$ cat src/rtl/seg_rx_pkg.sv
// Shared types and constants for the seven-segment serial link receiver.
// The segment pattern table is the same one the display encoder drives.
package seg_rx_pkg;

    localparam int unsigned FRAME_BITS_DEF = 64;

    typedef enum logic {
        IDLE,
        SHIFT
    } rx_state_e;

    // Active-low patterns for hex digits 0..F, bits 6:0 = g..a, bit 7 = point (off).
    localparam logic [7:0] SEG_PAT [16] = '{
        8'hC0, 8'hF9, 8'hA4, 8'hB0, 8'h99, 8'h92, 8'h82, 8'hF8,
        8'h80, 8'h90, 8'h88, 8'h83, 8'hC6, 8'hA1, 8'h86, 8'h8E
    };

    // Returns {hit, digit}; the point bit is ignored and a miss yields 5'b0.
    function automatic logic [4:0] seg_decode(input logic [7:0] b);
        logic [4:0] r;
        r = '0;
        for (int i = 0; i < 16; i++) begin
            if (b[6:0] == SEG_PAT[i][6:0]) r = {1'b1, 4'(i)};
        end
        return r;
    endfunction

endpackage

$ cat src/rtl/seg_sync_edge.sv
// Multi-flop synchronizer for one link input, followed by an edge-detect flop.
module seg_sync_edge #(
    parameter int unsigned SYNC_STAGES = 2,
    parameter logic        RESET_VAL   = 1'b0
) (
    input  logic clk,
    input  logic rst,
    input  logic din,
    output logic lvl,
    output logic rise,
    output logic fall
);

    logic [SYNC_STAGES-1:0] sync_q;
    logic                   prev_q;

    always_ff @(posedge clk or posedge rst) begin
        if (rst) begin
            sync_q <= {SYNC_STAGES{RESET_VAL}};
            prev_q <= RESET_VAL;
        end else begin
            sync_q <= {sync_q[SYNC_STAGES-2:0], din};
            prev_q <= sync_q[SYNC_STAGES-1];
        end
    end

    assign lvl  = sync_q[SYNC_STAGES-1];
    assign rise = lvl & ~prev_q;
    assign fall = ~lvl & prev_q;

endmodule

$ cat src/rtl/seg_s2p_rx.sv
// Seven-segment serial link receiver: rebuilds 64-bit frames in the clk domain.
// Optional hex decoder enabled by defining SEG_RX_DECODE_EN.
module seg_s2p_rx
    import seg_rx_pkg::*;
#(
    parameter int unsigned FRAME_BITS  = FRAME_BITS_DEF,
    parameter int unsigned SYNC_STAGES = 2
) (
    input  logic                  clk,
    input  logic                  rst,
    input  logic                  seg_clk,
    input  logic                  seg_clrn,
    input  logic                  seg_sout,
    input  logic                  SEG_PEN,
    output logic [FRAME_BITS-1:0] rx_data,
    output logic                  frame_valid,
    output logic                  frame_err,
    output logic [7:0]            frame_cnt,
    output logic [31:0]           hex_out,
    output logic [7:0]            hex_ok
);

    localparam int unsigned CW = $clog2(FRAME_BITS + 2);
    localparam logic [CW-1:0] CNT_FULL = CW'(FRAME_BITS);
    localparam logic [CW-1:0] CNT_SAT  = CW'(FRAME_BITS + 1);

    logic clk_rise;
    logic clrn_lvl;
    logic sout_lvl;
    logic pen_rise;

    seg_sync_edge #(.SYNC_STAGES(SYNC_STAGES), .RESET_VAL(1'b0)) u_sync_clk (
        .clk(clk), .rst(rst), .din(seg_clk), .lvl(), .rise(clk_rise), .fall()
    );
    seg_sync_edge #(.SYNC_STAGES(SYNC_STAGES), .RESET_VAL(1'b1)) u_sync_clrn (
        .clk(clk), .rst(rst), .din(seg_clrn), .lvl(clrn_lvl), .rise(), .fall()
    );
    seg_sync_edge #(.SYNC_STAGES(SYNC_STAGES), .RESET_VAL(1'b0)) u_sync_sout (
        .clk(clk), .rst(rst), .din(seg_sout), .lvl(sout_lvl), .rise(), .fall()
    );
    seg_sync_edge #(.SYNC_STAGES(SYNC_STAGES), .RESET_VAL(1'b1)) u_sync_pen (
        .clk(clk), .rst(rst), .din(SEG_PEN), .lvl(), .rise(pen_rise), .fall()
    );

    rx_state_e            state;
    logic [FRAME_BITS-1:0] shreg;
    logic [CW-1:0]         cnt;
    logic [CW-1:0]         cnt_base;
    logic [CW-1:0]         cnt_nxt;
    logic [FRAME_BITS-1:0] sh_nxt;
    logic                  clr;
    logic                  frame_good;
    logic                  frame_bad;

    assign clr = ~clrn_lvl;

    // Shift is applied before frame evaluation so a coincident PEN edge sees it.
    always_comb begin
        cnt_base = (state == IDLE) ? '0 : cnt;
        sh_nxt   = shreg;
        cnt_nxt  = cnt_base;
        if (clk_rise) begin
            sh_nxt = {shreg[FRAME_BITS-2:0], sout_lvl};
            if (cnt_base != CNT_SAT) cnt_nxt = cnt_base + 1'b1;
        end
        frame_good = pen_rise && !clr && (cnt_nxt == CNT_FULL);
        frame_bad  = pen_rise && !frame_good;
    end

    always_ff @(posedge clk or posedge rst) begin
        if (rst) begin
            state       <= IDLE;
            shreg       <= '0;
            cnt         <= '0;
            rx_data     <= '0;
            frame_valid <= 1'b0;
            frame_err   <= 1'b0;
            frame_cnt   <= '0;
        end else begin
            frame_valid <= frame_good;
            frame_err   <= frame_bad;
            if (clr) begin
                state <= IDLE;
                shreg <= '0;
                cnt   <= '0;
            end else if (pen_rise) begin
                state <= IDLE;
                shreg <= sh_nxt;
                cnt   <= '0;
            end else begin
                shreg <= sh_nxt;
                cnt   <= cnt_nxt;
                if (clk_rise) state <= SHIFT;
            end
            if (frame_good) begin
                rx_data   <= sh_nxt;
                frame_cnt <= frame_cnt + 8'd1;
            end
        end
    end

`ifdef SEG_RX_DECODE_EN
    always_ff @(posedge clk or posedge rst) begin
        if (rst) begin
            hex_out <= '0;
            hex_ok  <= '0;
        end else if (frame_good) begin
            for (int k = 0; k < 8; k++) begin
                {hex_ok[k], hex_out[4*k +: 4]} <= seg_decode(sh_nxt[8*k +: 8]);
            end
        end
    end
`else
    assign hex_out = '0;
    assign hex_ok  = '0;
`endif

endmodule

$ cat config.mk
export PLATFORM = sky130hd
export DESIGN_NAME = seg_s2p_rx
export DESIGN_NICKNAME = d
export VERILOG_FILES = /design/src/rtl/seg_rx_pkg.sv /design/src/rtl/seg_sync_edge.sv /design/src/rtl/seg_s2p_rx.sv
export SDC_FILE = /design/constraint.sdc
export NUM_CORES = 1
export LEC_CHECK = 0
export CORE_MARGIN = 2
export CORE_UTILIZATION = 59
export CTS_BUF_LIST = sky130_fd_sc_hd__clkbuf_8
export CTS_CLUSTER_SIZE = 16
export DETAILED_ROUTE_END_ITERATION = 8
export GPL_TIMING_DRIVEN = 0
export PLACE_DENSITY = 0.89
export SKIP_LAST_GASP = 1
export SLEW_MARGIN = 5
export SYNTH_ARGS = -nofsm -noshare
export SYNTH_HDL_FRONTEND = slang
export SYNTH_SLANG_ARGS = --single-unit
$ cat constraint.sdc
create_clock -name clk -period 9.3 [get_ports clk]
set_input_delay 0.93 -clock clk [delete_from_list [all_inputs] [get_ports clk]]
set_output_delay 0.93 -clock clk [all_outputs]
set_load 0.03 [all_outputs]
==> qor.txt <==
top post-synthesis cells by area - dfrtp_1 (56%), mux2i_1 (6.7%), o31ai_1 (4.9%)
number of flops mapped to enable cells by yosys - 0
most common cell after layout, fill and taps aside - dfrtp_1
largest family of logic cells by synthesized area - simple AND/OR/NAND/NOR gates
post-CTS sizing - 0
distinct cell type count after synthesis - 41
slowest stage cell, crit path - clkdlybuf4s50_1
Synth Area in Compound Gates - 9.419%
hold_buf cts - 0
Seq/Total Area, Yosys - 58.05%
FILL cells - 786
Crit Path Class - register to output pin
GRT Util Overall - 23.17%
min Tclk post-route - 2615 ps
hpwl dp - 9627 um
Primary FF master, synth - dfrtp_1
die height - 110.8 um
Num CTS Buffers - 17
CTS tree - done
share of post-route cells with drive strength above 1 - 14.71%
Setup WS pre-CTS - 6957 ps
drt via density - 5.282
simple-gate share of the synthesized area - 13.51%
antenna viol nets, final - 0
insertion delay to the later sink of the worst-skew pair - 450 ps
placed cell count - 845
Starting Density - 59.75%
NumNets Final - 728
initial antenna violation count - 0
core area - 11270 um2
class of the worst hold path - register to register
Worst Path Max Fanout - 5
area growth from synthesis to layout - 23.67%
commonest non-fill, non-tap cells in the layout - dfrtp_1 (151), clkdlybuf4s50_1 (79), nand2_1 (69)
Yosys Warn Count - 0
grt total ovfl - 0
DP Area - 7884 um2
Slew Limit Fails - 0
clk slew on worst S/H paths - 80 ps
Yosys top cell area share - 56.10%
gpl congestion - 0.8264
adder-cell share of the synthesized area - 0.1858%
worst slew pin tran - 740.8 ps
FMAX - 0.3824 GHz
Final Worst Setup Slack - 6685 ps
asr flop ratio synth - 100.0%
Pleak - 3.950 nW
WP buf/inv - 1
pin count of the biggest net entering global routing - 104
Core Util, Final - 73.89%
num ports - 120
row count - 39
vias - 4632
crit end category - output pin
first-pass GRT wire length - 22890 um
worst endpoint data arrival time - 1690 ps
deepest clock path buffer count - 2
CP delay by family, top - buffers and inverters
Post-CTS Setup Bufs - 0
drt wl/cell - 15.39 um
DRC Markers - 0
post-synthesis mux area share - 10.20%
cell chain of the critical path - clkdlybuf4s50_1
final instance area - 8329 um2
die width - 110.8 um
CTS Sinks - 156
root buffer cell - clkbuf_8
# Max-Cap Violations - 0
worst relative slew slack - 50.62%
Hold Fails Final Rpt - 0
final setup fails - 0
total routed wirelength - 13500 um
Die ar. - 12290 um2
final std cells w/o fill - 877
critical path required time - 8370 ps
diodes inserted - 0
vias in the first global route - 4641
outcome - finished, final reports clean
skew final - 14.73 ps
CP max stage delay - 730 ps
drt first pass iters - 6
worst ir drop on vdd - 0.1168 mV
xor and xnor area share after synthesis - 1.430%
CTS HTree Levels - 4
post-synthesis cell area - 6735 um2
Mapped Cells - 583
Detailed Route Iter0 Violations - 265
cell taking the most area after synthesis - dfrtp_1
Final TNS setup - 0 ps
Tcrit/Tclk final - 28.12%
Syn Area/Cell - 11.55 um2
Pwr Density - 158.7 nW/um2
number of port buffers - 79
RSZ-0062 raised after global routing - no
Setup crit start kind - register
Yosys reg bits - 156
-- final timing paths --
path,slack (ps),end,depth (start not counted),start
setup / recovery,6680,frame_cnt[0],1,frame_cnt[0]
hold / removal,360,u_sync_clk.sync_q[1],0,u_sync_clk.sync_q[0]
setup reg to reg,6900,rx_data[3],7,cnt[1]
hold reg to reg,360,u_sync_clk.sync_q[1],0,u_sync_clk.sync_q[0]
max in group asynchronous,7540,u_sync_pen.prev_q,3,rst
min in group asynchronous,880,rx_data[9],2,rst
-- Yosys cell counts, drive strengths merged, types with 5 or more instances --
master / n
xor2: 9
buf: 59
mux2: 21
nor2: 11
dfstp: 5
mux2i: 45
and2: 20
nor3: 5
nor2b: 45
dfrtp: 151
clkbuf: 20
nand2: 69
o31ai: 44
o21ai: 46
-- routing by layer --
| layer | track usage, % | vias to the layer above | share of wire (%) |
|---|---|---|---|
| li1 | - | 2189 | - |
| met2 | 38.49 | 135 | 49 |
| met3 | 5.085 | 22 | 4.9 |
| met4 | 9.167 | 0 | 2.1 |
| met1 | 29.94 | 2286 | 44 |
| met5 | 0 | - | 0 |
-- cell type report --
type | instances | area, um2 | share of cell area [%]
flip-flops and latches | 156 | 3910 | 46.94
multi-input cells | 385 | 2490 | 29.89
repair buffers | 80 | 818.3 | 9.824
plain buffers | 79 | 474.2 | 5.693
clock buffers | 21 | 289.0 | 3.470
well taps | 143 | 178.9 | 2.148
clock inverters | 11 | 156.4 | 1.878
inverters | 2 | 12.51 | 0.1502
-- state kept, by name, summed over array words and instances, names as in the netlist --
register	cells
frame_cnt	8
u_sync_pen.sync_q	2
u_sync_sout.sync_q	2
u_sync_clrn.sync_q	2
u_sync_clk.prev_q	1
frame_err	1
u_sync_clk.sync_q	2
shreg	64
state	1
frame_valid	1
u_sync_pen.prev_q	1
rx_data	64
cnt	7
-- cell families after synthesis --
group                    after synthesis
AO/OA/AOI/OAI                         99
XOR/XNOR                              11
adder cells (fa/ha/maj)                1
buffers and inverters                 81
flip-flops                           156
multiplexers                          66
other                                  1
AND/OR/NAND/NOR                      168
-- power by group --
part | leakage (nW) | switching [W] | total [W] | internal, W
clock | 0.216 | 0.000255 | 0.000553 | 0.000298
combinational | 1.59 | 0.0000588 | 0.0000844 | 0.0000256
sequential | 2.15 | 0.00000243 | 0.000684 | 0.000682
total | 3.95 | 0.000317 | 0.00132 | 0.00100
-- through the flow --
| step | hold WS [ps] | total power [W] |
|---|---|---|
| floorplan | 331.2 | 0.0007656 |
| finish | 358.2 | 0.001322 |
| global placement | 334.1 | 0.0007782 |
| global route | 366.4 | 0.001367 |
| CTS | 360.4 | 0.001327 |
| detailed placement | 340.4 | 0.0007818 |
No activity file was read; power rests on OpenSTA's default activity.
